===== config.mk =====
export PLATFORM = sky130hd
export DESIGN_NAME = phase_countdown
export DESIGN_NICKNAME = d
export VERILOG_FILES = /design/src/rtl/phase_countdown.sv
export SDC_FILE = /design/constraint.sdc
export NUM_CORES = 1
export LEC_CHECK = 0
export ABC_CLOCK_PERIOD_IN_PS = 4200
export BUFFER_PORTS_ARGS = -buffer_cell sky130_fd_sc_hd__buf_2
export CAP_MARGIN = 20
export CORE_ASPECT_RATIO = 1.4
export CORE_MARGIN = 4
export CORE_UTILIZATION = 50
export DETAILED_ROUTE_END_ITERATION = 6
export PLACE_DENSITY = 0.78
export SLEW_MARGIN = 20
export SYNTH_ARGS = -nofsm -noshare
export SYNTH_HDL_FRONTEND = slang
export SYNTH_SLANG_ARGS = --single-unit

===== constraint.sdc =====
create_clock -name clk -period 4.2 [get_ports clk]
set_input_delay 1.05 -clock clk [delete_from_list [all_inputs] [get_ports clk]]
set_output_delay 1.05 -clock clk [all_outputs]
set_load 0.01 [all_outputs]

===== src/rtl/phase_countdown.sv =====
// One-second prescaler shared by two independent countdown channels
// (pedestrian / vehicle phase). All outputs are registered.
module phase_countdown_ch #(
  parameter int CW = 4
) (
  input  logic          clk,
  input  logic          rst,
  input  logic          tick_i,
  input  logic          load_i,
  input  logic [CW-1:0] cnt_i,
  output logic [CW-1:0] remain_o,
  output logic          end_o
);
  typedef enum logic [1:0] {IDLE, RUN, EXPIRED} state_t;

  state_t        state_q, state_d;
  logic [CW-1:0] remain_q, remain_d;
  logic          end_q, end_d;

  always_ff @(posedge clk) begin
    if (rst) begin
      state_q  <= IDLE;
      remain_q <= '0;
      end_q    <= 1'b0;
    end else begin
      state_q  <= state_d;
      remain_q <= remain_d;
      end_q    <= end_d;
    end
  end

  // Load always wins over a coincident tick; ticks only matter in RUN.
  always_comb begin
    state_d  = state_q;
    remain_d = remain_q;
    end_d    = end_q;
    if (load_i) begin
      remain_d = cnt_i;
      end_d    = (cnt_i == '0);
      state_d  = (cnt_i == '0) ? EXPIRED : RUN;
    end else if (tick_i) begin
      unique case (state_q)
        RUN: begin
          remain_d = remain_q - 1'b1;
          if (remain_q == CW'(1)) begin
            end_d   = 1'b1;
            state_d = EXPIRED;
          end
        end
        default: ;
      endcase
    end
  end

  assign remain_o = remain_q;
  assign end_o    = end_q;
endmodule

module phase_countdown #(
  parameter int TICK_DIV = 50000000,
  parameter int CW       = 4
) (
  input  logic          clk,
  input  logic          rst,
  input  logic          enable_pulse_1s,
  input  logic          load_pd,
  input  logic [CW-1:0] cnt_pd,
  input  logic          load_nopd,
  input  logic [CW-1:0] cnt_nopd,
  output logic          sec_tick,
  output logic [CW-1:0] remain_pd,
  output logic [CW-1:0] remain_nopd,
  output logic          cnt_pd_end,
  output logic          cnt_nopd_end
);
  localparam int PW = (TICK_DIV > 2) ? $clog2(TICK_DIV) : 1;
  localparam int NCH = 2;

  logic [PW-1:0] presc_q, presc_d;
  logic          tick_q, tick_d;

  always_ff @(posedge clk) begin
    if (rst) begin
      presc_q <= '0;
      tick_q  <= 1'b0;
    end else begin
      presc_q <= presc_d;
      tick_q  <= tick_d;
    end
  end

  // Held at zero while disabled so the first tick lands TICK_DIV cycles after enable.
  always_comb begin
    presc_d = '0;
    tick_d  = 1'b0;
    if (enable_pulse_1s) begin
      if (presc_q == PW'(TICK_DIV - 1)) begin
        presc_d = '0;
        tick_d  = 1'b1;
      end else begin
        presc_d = presc_q + 1'b1;
      end
    end
  end

  logic [NCH-1:0]         ld;
  logic [NCH-1:0][CW-1:0] cnt;
  logic [NCH-1:0][CW-1:0] rem;
  logic [NCH-1:0]         ended;

  assign ld  = {load_nopd, load_pd};
  assign cnt = {cnt_nopd, cnt_pd};

  genvar g;
  generate
    for (g = 0; g < NCH; g++) begin : g_ch
      phase_countdown_ch #(.CW(CW)) u_ch (
        .clk      (clk),
        .rst      (rst),
        .tick_i   (tick_q),
        .load_i   (ld[g]),
        .cnt_i    (cnt[g]),
        .remain_o (rem[g]),
        .end_o    (ended[g])
      );
    end
  endgenerate

  assign sec_tick     = tick_q;
  assign remain_pd    = rem[0];
  assign remain_nopd  = rem[1];
  assign cnt_pd_end   = ended[0];
  assign cnt_nopd_end = ended[1];
endmodule


Yosys cells after proc, flatten, opt, wreduce, memory -nomap -nowiden
Index checks and enable logic that the tools add are counted.
Word-level totals
  bits in registers: 41
  bits of input ports: 13
Operators by class
  add/subtract/negate cells: 3
  eq/ne operators: 5
  muxes and demuxes: 25
  bitwise logic cells: 1
  reduce and logical (&&, ||, !) cells: 14
Operators with widths (number)
  26-bit by 1-bit adder with 26-bit output (second input constant): 1
  26-bit equality test (second input constant): 1
  4-bit two-way mux: 6
  2-bit two-way mux: 10
  2-bit nonzero test: 6
  1-bit two-way mux: 9
  4-bit by 1-bit equality test with 1-bit output (second input constant): 2
  4-bit logical NOT: 2
  4-bit by 1-bit subtractor with 4-bit output (second input constant): 2
  3-bit AND reduction: 2
  2-bit by 1-bit equality test with 1-bit output (second input constant): 2
  2-bit AND reduction: 2
  3-bit OR reduction: 1
  2-bit OR reduction: 1
  1-bit NOT: 1

Logic depth before layout (Yosys ltp)
Gate-level depths: netlist of the first run.
  depth after elaboration: 5
  mapped depth: 6
  mapped depth without buffers: 5

Cells and area by module
From an unflattened synthesis of the first run, not the netlist that was laid out.
Unflattened totals
  cell total of the unflattened synthesis: 216
  area, all modules: 1940.6 um^2
By module, submodules not included
  phase_countdown: instances 1, cells an instance 144, area each 1297.5 um^2, seq. area each 540.5 um^2
  phase_countdown_ch: instances 2, cells an instance 36, area each 321.6 um^2, seq. area each 120.1 um^2

Worst setup path after synthesis of the first run
OpenSTA, ideal clock, no wires.
  path kind: in2reg
  start: input rst
  end: register presc_q[10]
  library setup time: 65 ps
  data arrival time: 1859 ps
  setup slack: 2275 ps
  stages on the path: 5
  cell sequence: inv_1 -> nand2_1 -> a41o_2 -> clkbuf_1 -> nor2_1
Between the ends
  word-level cells in the longest chain between the ends: 1
RTL lines
  start, declared: line 64  | input logic rst,
  3-bit OR reduction (no source line)
  end signal, assigned: line 87  | presc_q <= presc_d;
  end, declared: line 79  | logic [PW-1:0] presc_q, presc_d;
No other way between the ends.
A chain may end at the register's enable or synchronous reset.

Worst setup path in the final report of the first run
  start: register presc_q[0]
  end: register presc_q[24]
Between the ends
  word-level cells in the longest chain between the ends: 2
  elaborated cells on any way between the ends: 3
  classes of those cells: add/sub: 1; eq/ne: 1; reduce/logical: 1
RTL lines
  parallel branches: the longest is 2 deep, another holds 26-bit by 1-bit adder with 26-bit output
Parallel ways; which one is timed is not known.

==> results of run 1 <==
[registers in the layout, indices dropped and copies added (netlist names)]
name,count
g_ch.u_ch.state_q,4
presc_q,26
sec_tick,1
g_ch.u_ch.remain_o,8
[final timing paths]
| path | startpoint | endpoint | slack, ps |
|---|---|---|---|
| setup / recovery | presc_q[0] | presc_q[24] | 2050 |
| hold / removal | presc_q[25] | presc_q[25] | 480 |
| setup reg to reg | presc_q[0] | presc_q[24] | 2050 |
| hold reg to reg | presc_q[25] | presc_q[25] | 480 |
[per-stage QoR]
stage               util, %  hold WS, ps
detailed placement    55.21        468.9
global placement      55.21        460.5
global route          58.82        510.5
finish                58.82        479.4
CTS                   58.82        485.3
floorplan                 -        440.8
[where the power goes]
part	leakage [nW]	internal, mW	switching (mW)	total, mW
logic	0.415	0.0203	0.0233	0.0436
registers	0.317	0.377	0.00691	0.384
clock network	0.0654	0.237	0.127	0.364
total	0.798	0.635	0.157	0.792
[per-layer routing]
layer,wire length (µm),track usage (%),vias to the layer above,share of wire [%]
li1,-,-,846,-
met1,1554,17.04,776,42
met2,1880,30.52,27,51
met3,179,5.246,9,4.9
met4,73,7.761,0,2.0
met5,0,0,-,0
[cell families after synthesis]
kind of cell,Yosys count
compound gates,41
xor+xnor,17
buf+inv,17
simple gates,104
fa+ha+maj,5
flops,39
[worst max-delay path: stages (launching register included)]
cell and delay [ps]:
dfxtp_1 390, ha_1 250, and4_1 260, nand4_1 410
or4_1 620, a21oi_1 150
[layout make-up]
| cell class | count | area (µm²) | area share, % |
|---|---|---|---|
| clock buffers | 6 | 72.57 | 3.356 |
| clock inverters | 2 | 60.06 | 2.778 |
| multi-input cells | 167 | 1051 | 48.61 |
| repair buffers | 23 | 115.1 | 5.324 |
| inverters | 8 | 30.03 | 1.389 |
| well taps | 42 | 52.55 | 2.431 |
| flip-flops and latches | 39 | 780.7 | 36.11 |
[layout by cell type, fill, tap and decap left out]
cell type,n
ha_1,5
and2_2,1
and3b_1,2
clkbuf_8,5
nand3_1,7
nor4bb_1,1
and3_1,3
dfxtp_1,39
or3_1,9
nor4_1,2
nand4_1,10
o22a_1,2
or4_4,1
inv_1,8
bufinv_16,2
nand2b_1,4
and4_2,2
o21a_1,2
clkbuf_1,1
xor2_1,5
a41o_2,1
nor2_1,20
xnor2_1,12
a211o_1,2
buf_2,23
nor3_1,8
o21ai_0,10
or4_1,5
and4_1,2
nor2b_1,2
a21oi_1,15
o31ai_1,5
nor4b_1,3
o211a_1,4
nand2_1,19
and2_1,3
==> impl_metrics.tcl, run 1 <==
set metrics [dict create \
    core-area_mm2 0.003676 \
    worst_slack_ps 2050 \
    route.detailed.drc 0 \
    fmax_ghz 0.4651 \
    synth-compound-area-share_pct 13.79 \
    grt_start_max_net_pins 26 \
    die_w_um 60.30 \
    status "finished clean" \
    hold_path_depth 2 \
    dp_hpwl_mm 2.693 \
    wl_mm 3.688 \
    dp_cells 279 \
    grt_overflow 0 \
    p_per_area_mw_per_mm2 366.4 \
    place_area_mm2 0.002029 \
    vias_per_cell 5.777 \
    synth_xor_area_share_pct 7.778 \
    start_util_pct 52.08 \
    cts_tree "yes" \
    synthTopCellsByCount "39 x dfxtp_1, 20 x nor2_1, 19 x nand2_1" \
    finClkSkew_ps 7.084 \
    synth.distinct_cells 35 \
    synth_edf_count 0 \
    cts.sinks 39 \
    synth_top_area_cell "dfxtp_1" \
    rsz0062_at_grt "false" \
    portBuffers 23 \
    nFillCells 363 \
    setup_viol_count_final 0 \
    grt_pass1_wl_mm 6.230 \
    syn_nets 241 \
    fp.dieH_um 81.21 \
    slew_viol_final 0 \
    crit_type "register to register" \
    p_leak_nw 0.7976 \
    cap_violations 0 \
    dr.pass1.iters 4 \
    slew_headroom_pct 67.80 \
    clock_path_buffers 2 \
    routabilityCongestion 0.7760 \
    finalSetupTns_ps 0 \
    syn_area_mm2 0.001914 \
    ant_nets 0 \
    final_hold_viol_count 0 \
    stdcell_area_mm2 0.002162 \
    antennaDiodeCount 0 \
    yosys_register_bits 39 \
    tightest_slew_ps 481.5 \
    timing.final.crit_share_pct 51.19 \
    synth_warnings 0 \
    drive_gt1_share_pct 14.29 \
    cts_buffers 5 \
    postSynth.asyncResetShare_pct 0 \
    rows 26 \
    antenna_found_initial 0 \
    crit_fanout 13 \
    synthCells 223 \
    avgSynthCellArea_um2 8.584 \
    grtUsageTotal_pct 16.85 \
    reg2reg_depth 5 \
    cts_setup_buffers 0 \
    fin_crit_ps 2150 \
    h-tree-depth 2 \
    netlist.area_leader.share_pct 40.78 \
    nets 262 \
    dp_slack_ps 1980 \
    synth_simple_gate_area_share_pct 30.07 \
    clk_pin_slew_ps 70 \
    synth_top_family_by_area "simple AND/OR/NAND/NOR gates" \
    critPathRequiredTime_ps 4420 \
    grt_pass1_vias 1536 \
    hold_class "register to register" \
    yosysMostFrequentCell "dfxtp_1" \
    yosys_most_used_dff "dfxtp_1" \
    synthAdderAreaFrac_pct 3.268 \
    cts-root-buf "clkbuf_8" \
    final_cells 287 \
    dieArea_mm2 0.004897 \
    start_kind "register" \
    arrival_ps 2370 \
    power_uw 792.1 \
    crit_path_end_kind "register" \
    vias 1658 \
    drtIter0Drc 59 \
    ioPinCount 24 \
    area_growth_pct 12.94 \
    ys_seq_area_share_pct 40.78 \
    detail_route.wl_per_cell_um 12.85 \
    clkLatencyLatePin_ps 290 \
    post_cts_resized 0 \
    hold_buffers 0 \
    muxShareOfSynthArea_pct 0 \
    synthTopCellsByArea "dfxtp_1 41%, xnor2_1 5.5%, a21oi_1 3.9%" \
    ir_drop_mv 0.2970 \
]
No activity file was read; power rests on OpenSTA's default activity.
==> inputs of run 2 (changes only) <==
--- a/config.mk
+++ b/config.mk
@@ -5,14 +5,14 @@
 export SDC_FILE = /design/constraint.sdc
 export NUM_CORES = 1
 export LEC_CHECK = 0
-export ABC_CLOCK_PERIOD_IN_PS = 4200
+export ABC_CLOCK_PERIOD_IN_PS = 1900
 export BUFFER_PORTS_ARGS = -buffer_cell sky130_fd_sc_hd__buf_2
 export CAP_MARGIN = 20
 export CORE_ASPECT_RATIO = 1.4
 export CORE_MARGIN = 4
 export CORE_UTILIZATION = 50
 export DETAILED_ROUTE_END_ITERATION = 6
-export PLACE_DENSITY = 0.78
+export PLACE_DENSITY = 0.81
 export SLEW_MARGIN = 20
 export SYNTH_ARGS = -nofsm -noshare
 export SYNTH_HDL_FRONTEND = slang
==> constraint.sdc (replaced) <==
create_clock -name clk -period 1.9 [get_ports clk]
set_input_delay 0.475 -clock clk [delete_from_list [all_inputs] [get_ports clk]]
set_output_delay 0.475 -clock clk [all_outputs]
set_load 0.01 [all_outputs]
==> impl_metrics.tcl, run 2 (same netlist as run 1, synthesis figures left out) <==
set metrics [dict create \
    dr.pass1.iters 4 \
    vias_per_cell 5.718 \
    finalSetupTns_ps 0 \
    vias 1721 \
    final_cells 301 \
    die_w_um 60.30 \
    hold_class "input port to register" \
    largest_register "presc_q" \
    area_growth_pct 17.12 \
    rsz0062_at_grt "true" \
    grt_pass1_vias 1670 \
    core-area_mm2 0.003676 \
    cap_violations 0 \
    ant_nets 0 \
    start_util_pct 52.08 \
    h-tree-depth 2 \
    stdcell_area_mm2 0.002242 \
    rows 26 \
    hp-start "rst" \
    nets 276 \
    wl_mm 4.022 \
    met2_usage_pct 34.74 \
    cts-root-buf "clkbuf_8" \
    crit_type "register to register" \
    fin_util_pct 60.99 \
    max_stage_delay_ps 610 \
    drtIter0Drc 83 \
    arrival_ps 2040 \
    hold_path_depth 2 \
    fin_crit_ps 1813 \
    largest_register_ffs 26 \
    worst_slack_ps 86.96 \
    clock_path_buffers 2 \
    detail_route.wl_per_cell_um 13.36 \
    crit_chain "nand4_1, or4_4, or4_1, a21oi_1" \
    worstReg2RegStart "presc_q[9]" \
    cp_top_family "simple AND/OR/NAND/NOR gates" \
    setup_viol_count_final 0 \
    status "finished clean" \
    ir_drop_mv 0.6421 \
    antenna_found_initial 0 \
    p_per_area_mw_per_mm2 692.9 \
    cts_tree "yes" \
    slew_headroom_pct 70.28 \
    start_kind "register" \
    drive_gt1_share_pct 20.46 \
    power_mw 1.554 \
    layout_common_cells "35 x dfxtp_1, 23 x buf_2, 20 x nor2_1" \
    slew_viol_final 0 \
    hold_buffers 0 \
    routabilityCongestion 0.7895 \
    critPathRequiredTime_ps 2120 \
    clk_pin_slew_ps 70 \
    rr_endpoint "presc_q[25]" \
    grt_start_max_net_pins 26 \
    crit_path_end_kind "register" \
    fmax_ghz 0.5516 \
    grtUsageTotal_pct 18.16 \
    route.detailed.drc 0 \
    p_leak_nw 0.8514 \
    hold_path_end "g_ch[0].u_ch.remain_o[1]" \
    clkLatencyLatePin_ps 290 \
    cts_buffers 5 \
    dp_hpwl_mm 2.903 \
    antennaDiodeCount 0 \
    grt_busiest_layer "met2" \
    ioPinCount 24 \
    crit_fanout 8 \
    tightest_slew_ps 445.8 \
    cp.buffers_inverters 0 \
    dp_slack_ps 14.31 \
    reg2reg_depth 4 \
    final_hold_viol_count 0 \
    grt_use_met3_pct 4.769 \
    whs_ps 405.6 \
    fp.dieH_um 81.21 \
    grt_overflow 0 \
    place_area_mm2 0.002105 \
    slowest_stage "or4_4" \
    met1_usage_pct 17.51 \
    grt_pass1_wl_mm 6.789 \
    dp_cells 289 \
    r2r_setup_slack_ps 90 \
    dieArea_mm2 0.004897 \
    final_common_cell "dfxtp_1" \
    timing.final.crit_share_pct 95.42 \
    portBuffers 23 \
    finClkSkew_ps 5.475 \
    cts.sinks 39 \
]
==> run 2: cell types whose count changed in the layout (fill, tap and decap cells not counted) <==
| cell | change |
|---|---|
| buf_4 | +14 |
| bufinv_16 | -2 |
| dfxtp_4 | +1 |
| dfxtp_1 | -4 |
| clkbuf_8 | +2 |
| dfxtp_2 | +3 |
==> run 2: power by group <==
| part | leakage [nW] | internal (mW) | total (mW) | switching, mW |
|---|---|---|---|---|
| combinational | 0.481 | 0.0500 | 0.105 | 0.0548 |
| clock | 0.0515 | 0.331 | 0.601 | 0.271 |
| sequential | 0.319 | 0.833 | 0.847 | 0.0146 |
==> run 2: worst register-to-register path: cells and delay by family (launching register included) <==
kind	cells	cell delay [ps]
DFF	1	370
AOI/OAI and AO/OA	1	150
and+or+nand+nor	3	1220
==> run 2: worst max path at each step <==
stage	startpoint	endpoint	slack, ps	cells after the start
after floorplan	presc_q[7]	presc_q[21]	180	4
after global placement	presc_q[8]	presc_q[25]	90	4
after detailed placement	presc_q[8]	presc_q[25]	10	4
after CTS	presc_q[8]	presc_q[25]	10	4
after global routing	presc_q[10]	presc_q[25]	-9	4
final	presc_q[9]	presc_q[25]	90	4
==> run 2: area by class of cell <==
cell class / instances / area [µm²]
clock buffers: 8 / 100.1
fillers: 339 / 1434
inverters: 8 / 30.03
multi-input cells: 167 / 1051
flip-flops and latches: 39 / 788.3
well taps: 42 / 52.55
repair buffers: 37 / 220.2
==> run 2: timing repair <==
| item | CTS | global route |
|---|---|---|
| buffers inserted | 0 | 4 |
| hold endpoints to repair | 0 | 0 |
| endpoints found under the setup margin | 0 | 6 |
| gates resized for setup | 0 | 5 |
==> run 2: metal layers <==
metal  part of all wire, %  vias to the layer above  wire length (µm)
met3                   5.1                        9               206
met1                    41                      804              1638
met2                    52                       38              2089
met5                     0                        -                 0
met4                   2.2                        0                87
li1                      -                      870                 -
==> inputs of run 3 (changes only) <==
--- a/config.mk
+++ b/config.mk
@@ -13,7 +13,8 @@
 export CORE_UTILIZATION = 50
 export DETAILED_ROUTE_END_ITERATION = 6
 export PLACE_DENSITY = 0.81
-export SLEW_MARGIN = 20
+export SLEW_MARGIN = 15
 export SYNTH_ARGS = -nofsm -noshare
 export SYNTH_HDL_FRONTEND = slang
+export SYNTH_HIERARCHICAL = 1
 export SYNTH_SLANG_ARGS = --single-unit
==> impl_metrics.tcl, run 3 <==
set metrics [dict create \
    synthTopCellsByArea "dfxtp_1 40%, xor2_1 5.0%, nor2_1 4.1%" \
    cts_tree "yes" \
    dieArea_mm2 0.004956 \
    p_per_area_mw_per_mm2 702.4 \
    timing.final.crit_share_pct 99.80 \
    crit_chain "or4b_1, or4_4, o21bai_4, buf_12, a21oi_1" \
    cts-root-buf "clkbuf_8" \
    arrival_ps 2060 \
    antenna_found_initial 0 \
    drive_gt1_share_pct 24.12 \
    crit_path_end_kind "register" \
    dr.pass1.iters 4 \
    p_leak_nw 0.8644 \
    final_common_cell "dfxtp_1" \
    largest_register "presc_q" \
    clock_path_buffers 2 \
    synth_warnings 6 \
    netlist.area_leader.share_pct 40.23 \
    cts_setup_buffers 0 \
    start_util_pct 52.33 \
    slew_headroom_pct 66.73 \
    fin_crit_ps 1896 \
    syn_nets 234 \
    finClkSkew_ps 7.638 \
    cts.sinks 39 \
    grt_pass1_vias 1665 \
    fp.dieH_um 81.72 \
    synth_edf_count 0 \
    nFillCells 324 \
    syn_area_mm2 0.001941 \
    tightest_slew_ps 494.5 \
    grt_pass1_wl_mm 7.182 \
    synth.distinct_cells 39 \
    final_hold_viol_count 0 \
    grtUsageTotal_pct 19.00 \
    layout_common_cells "39 x dfxtp_1, 23 x buf_2, 21 x nor2_1" \
    rows 26 \
    nets 275 \
    detail_route.wl_per_cell_um 14.09 \
    whs_ps 428.9 \
    avgSynthCellArea_um2 8.984 \
    crit_type "register to register" \
    finalSetupTns_ps 0 \
    synth_top_area_cell "dfxtp_1" \
    ant_nets 0 \
    area_growth_pct 19.41 \
    yosys_most_used_dff "dfxtp_1" \
    grt_overflow 0 \
    die_w_um 60.65 \
    clkLatencyLatePin_ps 290 \
    grt_start_max_net_pins 26 \
    dp_cells 292 \
    routabilityCongestion 0.8641 \
    slew_viol_final 0 \
    synthTopCellsByCount "39 x dfxtp_1, 21 x nor2_1, 14 x a21oi_1" \
    r2r_setup_slack_ps 4 \
    drtIter0Drc 104 \
    yosysMostFrequentCell "dfxtp_1" \
    largest_register_ffs 26 \
    rsz0062_at_grt "true" \
    vias 1770 \
    ys_seq_area_share_pct 40.23 \
    vias_per_cell 5.920 \
    ir_drop_mv 0.7845 \
    status "finished clean" \
    wl_mm 4.212 \
    crit_fanout 25 \
    hold_class "input port to register" \
    power_mw 1.628 \
    h-tree-depth 2 \
    ioPinCount 24 \
    setup_viol_count_final 0 \
    start_kind "register" \
    cap_violations 0 \
    cts_buffers 5 \
    slowest_stage "or4_4" \
    route.detailed.drc 0 \
    clk_pin_slew_ps 80 \
    core-area_mm2 0.003709 \
    max_stage_delay_ps 550 \
    antennaDiodeCount 0 \
    yosys_register_bits 39 \
    portBuffers 23 \
    synthCells 216 \
    final_cells 299 \
    dp_hpwl_mm 3.039 \
    critPathRequiredTime_ps 2070 \
    postSynth.asyncResetShare_pct 0 \
    fmax_ghz 0.5274 \
]
run 3: cell count changes after synthesis, sizes merged, moves of 3 or more:
cell	previous run	this run
or4	6	10
nand2	19	10
clkbuf	7	3
nor4b	3	0
o31ai	5	8
nand4b	0	3
nor4	2	7
o211a	4	0
xnor2	12	5
xor2	5	11
nand3	7	10
nor3	8	2
run 3: what timing repair did:
action                     4_1_cts  5_1_grt
setup endpoints to repair        1       25
resized for setup                0        2
hold buffers                     0        0
run 3: report_power, final:
group	leakage, nW	switching (mW)	internal, mW
logic	0.497	0.0588	0.0515
clock network	0.0502	0.284	0.384
registers	0.317	0.0152	0.834
total	0.864	0.358	1.27
run 3: kinds of logic (layout without fill, tap and decap cells):
| family | after synthesis | count (layout) | synth area share [%] |
|---|---|---|---|
| xor+xnor | 16 | 16 | 7.221 |
| compound gates | 37 | 37 | 12.32 |
| mux | 2 | 2 | 1.160 |
| fa+ha+maj | 5 | 5 | 3.224 |
| simple gates | 103 | 103 | 32.17 |
| flops | 39 | 39 | 40.23 |
| buf+inv | 14 | 55 | 3.675 |
run 3: final timing paths:
check               from                  endpoint  cells after the start
max          presc_q[18]               presc_q[24]                      5
min          cnt_nopd[1]  g_ch[1].u_ch/remain_o[1]                      3
max reg2reg  presc_q[18]               presc_q[24]                      5
min reg2reg  presc_q[25]               presc_q[25]                      2
run 3: cell type report:
| cell class | instances | area (µm²) | area share (%) |
|---|---|---|---|
| clock inverters | 2 | 37.54 | 1.620 |
| multi-input cells | 163 | 1096 | 47.30 |
| well taps | 42 | 52.55 | 2.268 |
| inverters | 9 | 33.78 | 1.458 |
| clock buffers | 5 | 68.82 | 2.970 |
| repair buffers | 39 | 247.7 | 10.69 |
| flip-flops and latches | 39 | 780.7 | 33.69 |
run 3: critical path: cells and delay by family (launching register included):
family / cells / cell delay, ps
AOI/OAI and AO/OA: 2 / 210
DFF: 1 / 310
and+or+nand+nor: 2 / 1070
buffers and inverters: 1 / 180
run 3: routing by layer:
metal  vias up  global-route usage (%)  part of all wire (%)
met5         -                       0                     0
met3        15                   5.031                   6.1
li1        883                       -                     -
met1       822                   21.42                    41
met2        50                   32.76                    50
met4         0                   8.460                   2.8
run 3: per-stage QoR:
step	util [%]	cell area, µm²	worst slack (ps)
finish	62.48	2317	3.756
global route	62.48	2317	-80.15
CTS	62.28	2310	-2.080
detailed placement	59.41	2203	34.77
global placement	59.41	2203	78.97
floorplan	-	1941	34.74
